**src/rtl/branch_flush_ctrl.sv**
```systemverilog
// rtl/branch_flush_ctrl.sv - execute-stage stall/flush/PC-select control with PC-write tracker and squash counter
module branch_flush_ctrl #(
  parameter int CNT_W = 16
) (
  input  logic             clk,
  input  logic             reset,
  input  logic             armE,
  input  logic             PCSrcD,
  input  logic             PCSrcE,
  input  logic [1:0]       BranchTakenE,
  input  logic             LoadUseStall,
  input  logic             MemStall,
  input  logic             CountClr,
  output logic             StallF,
  output logic             StallD,
  output logic             FlushD,
  output logic             FlushE,
  output logic [1:0]       PCSelF,
  output logic [CNT_W-1:0] SquashCount
);

  localparam logic [CNT_W+1:0] CNT_MAX = {2'b00, {CNT_W{1'b1}}};

  logic             pendM_q, pendM_d;
  logic             pendW_q, pendW_d;
  logic [CNT_W-1:0] cnt_q, cnt_d;

  logic             taken_e;
  logic             pc_wr_e;
  logic             pend;
  logic [CNT_W+1:0] cnt_sum;

  // A taken branch in E overrides any result-based PC write from the same instruction;
  // RISC-V never redirects through the result path.
  assign taken_e = (BranchTakenE != 2'b00);
  assign pc_wr_e = PCSrcE & armE & ~taken_e;
  assign pend    = PCSrcD | pc_wr_e | pendM_q;

  // Priority-ordered stall/flush/redirect decode; a frozen pipeline wins over everything.
  always_comb begin
    StallF = 1'b0;
    StallD = 1'b0;
    FlushD = 1'b0;
    FlushE = 1'b0;
    PCSelF = 2'b00;
    if (MemStall) begin
      StallF = 1'b1;
      StallD = 1'b1;
    end else if (taken_e) begin
      FlushD = 1'b1;
      FlushE = 1'b1;
      PCSelF = 2'b01;
    end else if (pendW_q) begin
      FlushD = 1'b1;
      PCSelF = 2'b10;
    end else if (LoadUseStall) begin
      StallF = 1'b1;
      StallD = 1'b1;
      FlushE = 1'b1;
    end else if (pend) begin
      StallF = 1'b1;
      FlushD = 1'b1;
    end
  end

  // Next state: PC-write tracker advances only when the pipeline moves; counter saturates.
  always_comb begin
    pendM_d = pendM_q;
    pendW_d = pendW_q;
    if (!MemStall) begin
      pendM_d = pc_wr_e;
      pendW_d = pendM_q;
    end
    cnt_sum = {2'b00, cnt_q}
            + {{(CNT_W+1){1'b0}}, FlushD}
            + {{(CNT_W+1){1'b0}}, FlushE};
    if (CountClr) begin
      cnt_d = '0;
    end else if (cnt_sum > CNT_MAX) begin
      cnt_d = CNT_MAX[CNT_W-1:0];
    end else begin
      cnt_d = cnt_sum[CNT_W-1:0];
    end
  end

  // State registers; reset drops any in-flight PC write.
  always_ff @(posedge clk or negedge reset) begin
    if (!reset) begin
      pendM_q <= 1'b0;
      pendW_q <= 1'b0;
      cnt_q   <= '0;
    end else begin
      pendM_q <= pendM_d;
      pendW_q <= pendW_d;
      cnt_q   <= cnt_d;
    end
  end

  assign SquashCount = cnt_q;

endmodule

```
**config.mk**
```make
export PLATFORM = sky130hd
export DESIGN_NAME = branch_flush_ctrl
export DESIGN_NICKNAME = d
export VERILOG_FILES = /design/src/rtl/branch_flush_ctrl.sv
export SDC_FILE = /design/constraint.sdc
export NUM_CORES = 1
export LEC_CHECK = 0
export CORE_MARGIN = 2
export CORE_UTILIZATION = 61
export DETAILED_ROUTE_END_ITERATION = 7
export DONT_BUFFER_PORTS = 1
export GPL_TIMING_DRIVEN = 0
export PLACE_DENSITY = 0.77
export SYNTH_ARGS = -nofsm -noshare
export SYNTH_HDL_FRONTEND = slang
export SYNTH_SLANG_ARGS = --single-unit
```
**constraint.sdc**
```tcl
create_clock -name clk -period 2.5 [get_ports clk]
set_input_delay 0.125 -clock clk [delete_from_list [all_inputs] [get_ports clk]]
set_output_delay 0.125 -clock clk [all_outputs]
set_load 0.05 [all_outputs]
```
==> flow_metrics.py, run 1 <==
metrics = {
    "status": {
        "run_status": "finished, violations left",
        "violations": "negative hold slack",
    },
    "pwr": {
        "p_sw_w": 0.000189,
        "p_int_w": 0.000390,
        "leakagePower_nw": 0.508,
        "peakVddDrop_mv": 0.455,
        "swShare_pct": 32.7,
        "power_density_mw_per_mm2": 465,
        "power_frac_clock_pct": 23.9,
        "p_comb_share_pct": 17.3,
        "power_frac_seq_pct": 58.7,
        "finalPower_w": 0.000579,
    },
    "placement": {
        "gp_congestion": 0.823,
        "placed_area_mm2": 0.00112,
        "hpwl_um": 1580,
        "port_buffers": 0,
    },
    "worst_setup_path": {
        "critPathCaptureType": "register",
        "cp-start-kind": "register",
        "arrival_ns": 2.68,
        "criticalPathCategory": "reg2reg",
        "cp.required_ns": 2.72,
        "critPathMaxFanout": 5,
    },
    "floorplan": {
        "die_w_um": 46.1,
        "rows": 15,
        "io_pins": 32,
        "core_area_mm2": 0.00169,
        "initial_core_util_pct": 63.9,
        "die-area_mm2": 0.00212,
        "dieHeight_um": 46.1,
    },
    "sta": {
        "max_freq_ghz": 0.406,
        "slew_viol_final": 0,
        "skew_ns": 0.00393,
        "hold_violations": 1,
        "relSlewSlack_pct": 20.8,
        "min_period_ns": 2.46,
        "worst_pin_slew_ns": 1.18,
        "final.period_utilization_pct": 98.5,
        "rsz0062_at_grt": "true",
        "setup_viol": 0,
        "hold_ws_ns": -0.00914,
        "tns_ns": 0,
    },
    "final_layout": {
        "diodes": 0,
        "final_nets": 127,
        "fin_area_mm2": 0.00124,
        "layout-area-overhead-vs-synth_pct": 15.3,
        "drive_gt1_share_pct": 31.3,
    },
    "cts": {
        "cts_tree": "done",
        "path_clk_slew_ns": 0.09,
        "cts_root_buf": "clkbuf_4",
        "h-tree-depth": 1,
        "cts_made_buffers": 3,
        "max-clock-path-buffers": 2,
        "cts_num_sinks": 18,
        "clkLatencyLatePin_ns": 0.29,
    },
    "route": {
        "routedWlPerCell_um": 17.6,
        "first_pass_iters": 4,
        "antenna_left": 0,
        "num_vias": 827,
        "vias_per_cell": 6.41,
        "drcViolationCount": 0,
        "totalWireLength_um": 2270,
        "drtIter0Drc": 8,
    },
    "synthesis": {
        "synthesis.nets": 118,
        "ys_types": 38,
        "synth.yosys.seq_area_share_pct": 41.8,
        "avgSynthCellArea_um2": 10.3,
        "ys.warnings.count": 0,
        "synthesis.area_mm2": 0.00108,
        "ys_ff_latch": 18,
        "synthCells": 105,
    },
    "global_routing": {
        "grt_max_degree": 19,
        "grt_pass1_vias": 756,
        "grt_overflow_total": 0,
        "grt_pass1_wl_um": 3420,
        "grt_use_total_pct": 23.0,
        "grt_antenna_before_repair": 0,
    },
    "min_path": {
        "hold_class": "in2reg",
    },
    "flow_run": {
        "maxCapViolCount": 0,
    },
}
power groups by stage:
stage,Clock [W],Sequential [W],Combinational (W)
global route,0.000154,0.000342,0.000109
finish,0.000139,0.000340,0.000100
detailed placement,0,0.000344,0.0000835
floorplan,0,0.000341,0.0000721
global placement,0,0.000344,0.0000807
CTS,0.000141,0.000340,0.0000985
repair_timing:
item | 4_1_cts | 5_1_grt
hold buffers | 1 | 0
pin swaps | 2 | 6
hold endpoints to repair | 18 | 0
setup endpoints to repair | 11 | 12
setup buffers | 1 | 2
cloned | 0 | 1
gates resized for setup | 5 | 4
worst max-delay path, stage by stage, from the launching register on:
cell	delay, ns
dfrtp_1	0.39
a311oi_2	0.07
o21a_1	0.25
nor2_4	0.33
fa_2	0.32
ha_4	0.16
and2_4	0.15
or3b_4	0.43
clkbuf_16	0.18
a21oi_4	0.11
cells in the mapped netlist:
| master | n | area [um^2] |
|---|---|---|
| nand4_1 | 6 | 37.5 |
| a31oi_1 | 1 | 6.26 |
| a21oi_1 | 4 | 20.0 |
| clkbuf_1 | 2 | 7.51 |
| or2_1 | 1 | 6.26 |
| and3_1 | 1 | 6.26 |
| nor4b_1 | 1 | 8.76 |
| and4_1 | 2 | 17.5 |
| nor2_1 | 5 | 18.8 |
| nand2b_1 | 2 | 12.5 |
| nor4_1 | 2 | 12.5 |
| dfrtp_1 | 18 | 450 |
| buf_6 | 2 | 22.5 |
| xnor2_1 | 2 | 17.5 |
| a21bo_2 | 1 | 10.0 |
| or3_1 | 1 | 6.26 |
| a21o_1 | 1 | 7.51 |
| dlygate4sd1_1 | 1 | 8.76 |
| o21ai_0 | 2 | 10.0 |
| inv_1 | 3 | 11.3 |
| or3b_4 | 1 | 11.3 |
| fa_1 | 1 | 20.0 |
| mux2_2 | 2 | 22.5 |
| and2_4 | 1 | 8.76 |
| ha_1 | 2 | 25.0 |
| xor2_1 | 7 | 61.3 |
| and2_1 | 1 | 6.26 |
| a21oi_4 | 1 | 16.3 |
| a21oi_2 | 9 | 78.8 |
| a211oi_1 | 2 | 15.0 |
| nor3_1 | 1 | 5.00 |
| clkdlybuf4s25_2 | 1 | 10.0 |
| nand2_1 | 5 | 18.8 |
| a311oi_1 | 1 | 8.76 |
| a41o_2 | 1 | 11.3 |
| nand3_1 | 7 | 35.0 |
| o21a_1 | 1 | 7.51 |
| nor2b_1 | 3 | 18.8 |
kinds of logic after synthesis:
family          Yosys count  share of synthesized area (%)
simple gates             40                           21.3
compound gates           24                           17.8
flops                    18                           41.8
xor+xnor                  9                           7.31
buf+inv                   9                           5.57
fa+ha+maj                 3                           4.18
mux                       2                           2.09
final timing paths:
check | from | to | slack, ns | cells after the start
worst max-delay path | pendM_q | SquashCount[2] | 0.04 | 9
worst min-delay path | armE | pendM_q | -0.009 | 2
worst max register to register | pendM_q | SquashCount[2] | 0.04 | 9
worst min register to register | pendM_q | pendM_q | 0.55 | 2
max in group asynchronous | reset | SquashCount[1] | 1.66 | 1
min in group asynchronous | reset | SquashCount[6] | 0.35 | 1
final cells by class:
cell class,count,area [um^2]
inverter,3,11.3
clock buffer,3,22.5
buffer,5,53.8
timing repair buffer,5,57.6
fill,124,445
sequential,18,450
multi-input combinational,78,627
tap,17,21.3
routing by layer:
layer	track usage [%]	up-vias	routed length, um	share of wire, %
li1	-	393	-	-
met1	29.1	400	924	41
met2	36.9	29	1180	52
met3	7.06	5	137	6.0
met4	8.57	0	31	1.4
met5	0	-	0	0
stage by stage:
stage               setup slack [ns]  std cells  util (%)
finish                        0.0365        129      73.6
global route                 -0.0498        129      73.6
CTS                          0.00735        127      70.5
detailed placement            -0.296        122      66.6
global placement              -0.205        122      66.2
floorplan                     0.0397        105         -
flip-flops by register name (all words and copies together), names as in the netlist:
register     count
SquashCount     16
pendM_q          1
pendW_q          1
layout by cell type, fill, tap and decap left out, types with 2 or more instances in the layout:
cell type	synthesis	routed
and4_1	2	2
dfrtp_1	18	18
xor2_1	7	7
nor2b_1	3	3
nand3_1	7	7
nand2_1	5	5
clkbuf_4	0	3
mux2_2	2	2
xnor2_1	2	2
nand4_1	6	6
nand2b_1	2	2
a21oi_2	9	9
inv_1	3	3
a211oi_1	2	2
nor2_1	5	4
a21oi_1	4	3
buf_4	0	3
a21oi_4	1	2
o21ai_0	2	2
Power figures use the tool's default switching activity.
==> inputs of run 2 (changes only) <==
--- a/config.mk
+++ b/config.mk
@@ -6,11 +6,12 @@
 export NUM_CORES = 1
 export LEC_CHECK = 0
 export CORE_MARGIN = 2
-export CORE_UTILIZATION = 61
+export CORE_UTILIZATION = 64
+export CTS_BUF_LIST = sky130_fd_sc_hd__clkbuf_4 sky130_fd_sc_hd__clkbuf_8
 export DETAILED_ROUTE_END_ITERATION = 7
 export DONT_BUFFER_PORTS = 1
 export GPL_TIMING_DRIVEN = 0
-export PLACE_DENSITY = 0.77
+export PLACE_DENSITY = 0.8
 export SYNTH_ARGS = -nofsm -noshare
 export SYNTH_HDL_FRONTEND = slang
 export SYNTH_SLANG_ARGS = --single-unit
==> flow_metrics.py, run 2 (synthesized netlist as in run 1, its figures left out) <==
metrics = {
    "worst_setup_path": {
        "cp.buffers_inverters": 1,
        "critPathMaxFanout": 10,
        "cp.required_ns": 2.72,
        "critPathCaptureType": "register",
        "critPathMaxStageDelay_ns": 0.43,
        "path_cells": "nand2b_1, a21oi_4, fa_2, ha_4, and2_4, or3b_4, buf_8, a21oi_2",
        "criticalPathCategory": "reg2reg",
        "crit_family": "simple AND/OR/NAND/NOR gates",
        "cp-start-kind": "register",
        "slowest_stage": "dfrtp_1",
        "arrival_ns": 2.66,
    },
    "final_layout": {
        "diodes": 0,
        "largest_register_ff_count": 16,
        "layout-area-overhead-vs-synth_pct": 15.5,
        "utilization_pct": 80.8,
        "fin_area_mm2": 0.00125,
        "final_common_cell": "dfrtp_1",
        "drive_gt1_share_pct": 30.7,
        "final_nets": 128,
        "layout_common_cells": "18 x dfrtp_1, 9 x a21oi_2, 7 x nand3_1, 7 x xor2_1, 6 x nand4_1",
    },
    "sta": {
        "hold_violations": 0,
        "tns_ns": 0,
        "max_freq_ghz": 0.410,
        "worst_pin_slew_ns": 1.18,
        "hold_ws_ns": 0.251,
        "setup_viol": 0,
        "skew_ns": 0.00464,
        "slew_viol_final": 0,
        "relSlewSlack_pct": 21.1,
        "final.period_utilization_pct": 97.6,
        "min_period_ns": 2.44,
        "setup_ws_ns": 0.0600,
    },
    "floorplan": {
        "core_area_mm2": 0.00154,
        "die-area_mm2": 0.00203,
        "rows": 14,
        "initial_core_util_pct": 70.0,
        "io_pins": 32,
        "die_w_um": 45.1,
        "dieHeight_um": 45.1,
    },
    "route": {
        "drtIter0Drc": 12,
        "vias_per_cell": 6.47,
        "antenna_left": 0,
        "routedWlPerCell_um": 18.6,
        "totalWireLength_um": 2420,
        "first_pass_iters": 4,
        "num_vias": 841,
        "drcViolationCount": 0,
    },
    "placement": {
        "gp_congestion": 0.785,
        "hpwl_um": 1610,
        "preCtsSetupSlack_ns": -0.290,
        "placed_area_mm2": 0.00112,
        "port_buffers": 0,
    },
    "min_path": {
        "hold_class": "in2reg",
    },
    "cts": {
        "path_clk_slew_ns": 0.10,
        "max-clock-path-buffers": 2,
        "cts_tree": "done",
        "cts_num_sinks": 18,
        "clkLatencyLatePin_ns": 0.29,
        "h-tree-depth": 1,
        "cts_made_buffers": 3,
        "cts_root_buf": "clkbuf_4",
    },
    "pwr": {
        "power_density_mw_per_mm2": 497,
        "peakVddDrop_mv": 0.406,
        "leakagePower_nw": 0.503,
    },
    "global_routing": {
        "grt_antenna_before_repair": 0,
        "grt_use_total_pct": 26.9,
        "grt_pass1_wl_um": 3900,
        "grt_max_degree": 19,
        "grt_pass1_vias": 858,
        "grt_overflow_total": 0,
    },
    "status": {
        "run_status": "finished, final reports clean",
    },
    "flow_run": {
        "maxCapViolCount": 0,
    },
}
[run 2: cell count changes in the layout (fill, tap and decap cells not counted)]
cell | previous run | this run
buf_12 | 1 | 0
clkbuf_8 | 0 | 1
buf_8 | 0 | 1
clkbuf_16 | 1 | 0
dlygate4sd3_1 | 1 | 3
[run 2: per-stage QoR]
stage / power, W / instances
after detailed placement: 0.000428 / 121
final: 0.000619 / 130
after global placement: 0.000424 / 121
after global routing: 0.000643 / 130
after CTS: 0.000622 / 128
after floorplan: 0.000414 / 105
[run 2: per-layer routing]
layer / part of all wire, % / GRT usage [%] / vias to the layer above
met5: 0 / 0 / -
met4: 1.7 / 8.82 / 0
met3: 4.7 / 5.60 / 6
met2: 53 / 47.1 / 29
met1: 41 / 32.6 / 412
li1: - / - / 394
[run 2: power by group]
part | switching [W] | total (W) | internal [W]
logic | 0.0000655 | 0.000101 | 0.0000357
clock network | 0.0000888 | 0.000178 | 0.0000888
registers | 0.0000408 | 0.000340 | 0.000299
[run 2: path summary, 6_finish.rpt]
path | end | cells past startpoint | slack (ns) | from
min reg2reg | pendM_q | 3 | 0.65 | pendM_q
max in group asynchronous | SquashCount[2] | 1 | 1.64 | reset
min | SquashCount[1] | 2 | 0.25 | CountClr
max reg2reg | SquashCount[6] | 8 | 0.06 | pendW_q
max | SquashCount[6] | 8 | 0.06 | pendW_q
min in group asynchronous | SquashCount[14] | 1 | 0.35 | reset
[run 2: what timing repair did]
item	CTS	global route
hold buffers	3	0
gates resized for setup	5	3
hold endpoints to repair	19	0
pin swaps	2	4
endpoints found under the setup margin	15	12
setup buffers	1	2
[run 2: cell type report]
type / count / area, um^2
Buffer: 5 / 48.8
Clock buffer: 4 / 36.3
Fill cell: 107 / 295
Inverter: 3 / 11.3
Multi-Input combinational cell: 78 / 627
Sequential cell: 18 / 450
Tap cell: 16 / 20.0
Timing Repair Buffer: 6 / 52.6
[run 2: worst reg2reg max path: stages, from the launching register on]
cell,delay [ns]
dfrtp_1,0.43
nand2b_1,0.19
a21oi_4,0.38
fa_2,0.32
ha_4,0.17
and2_4,0.16
or3b_4,0.41
buf_8,0.17
a21oi_2,0.13
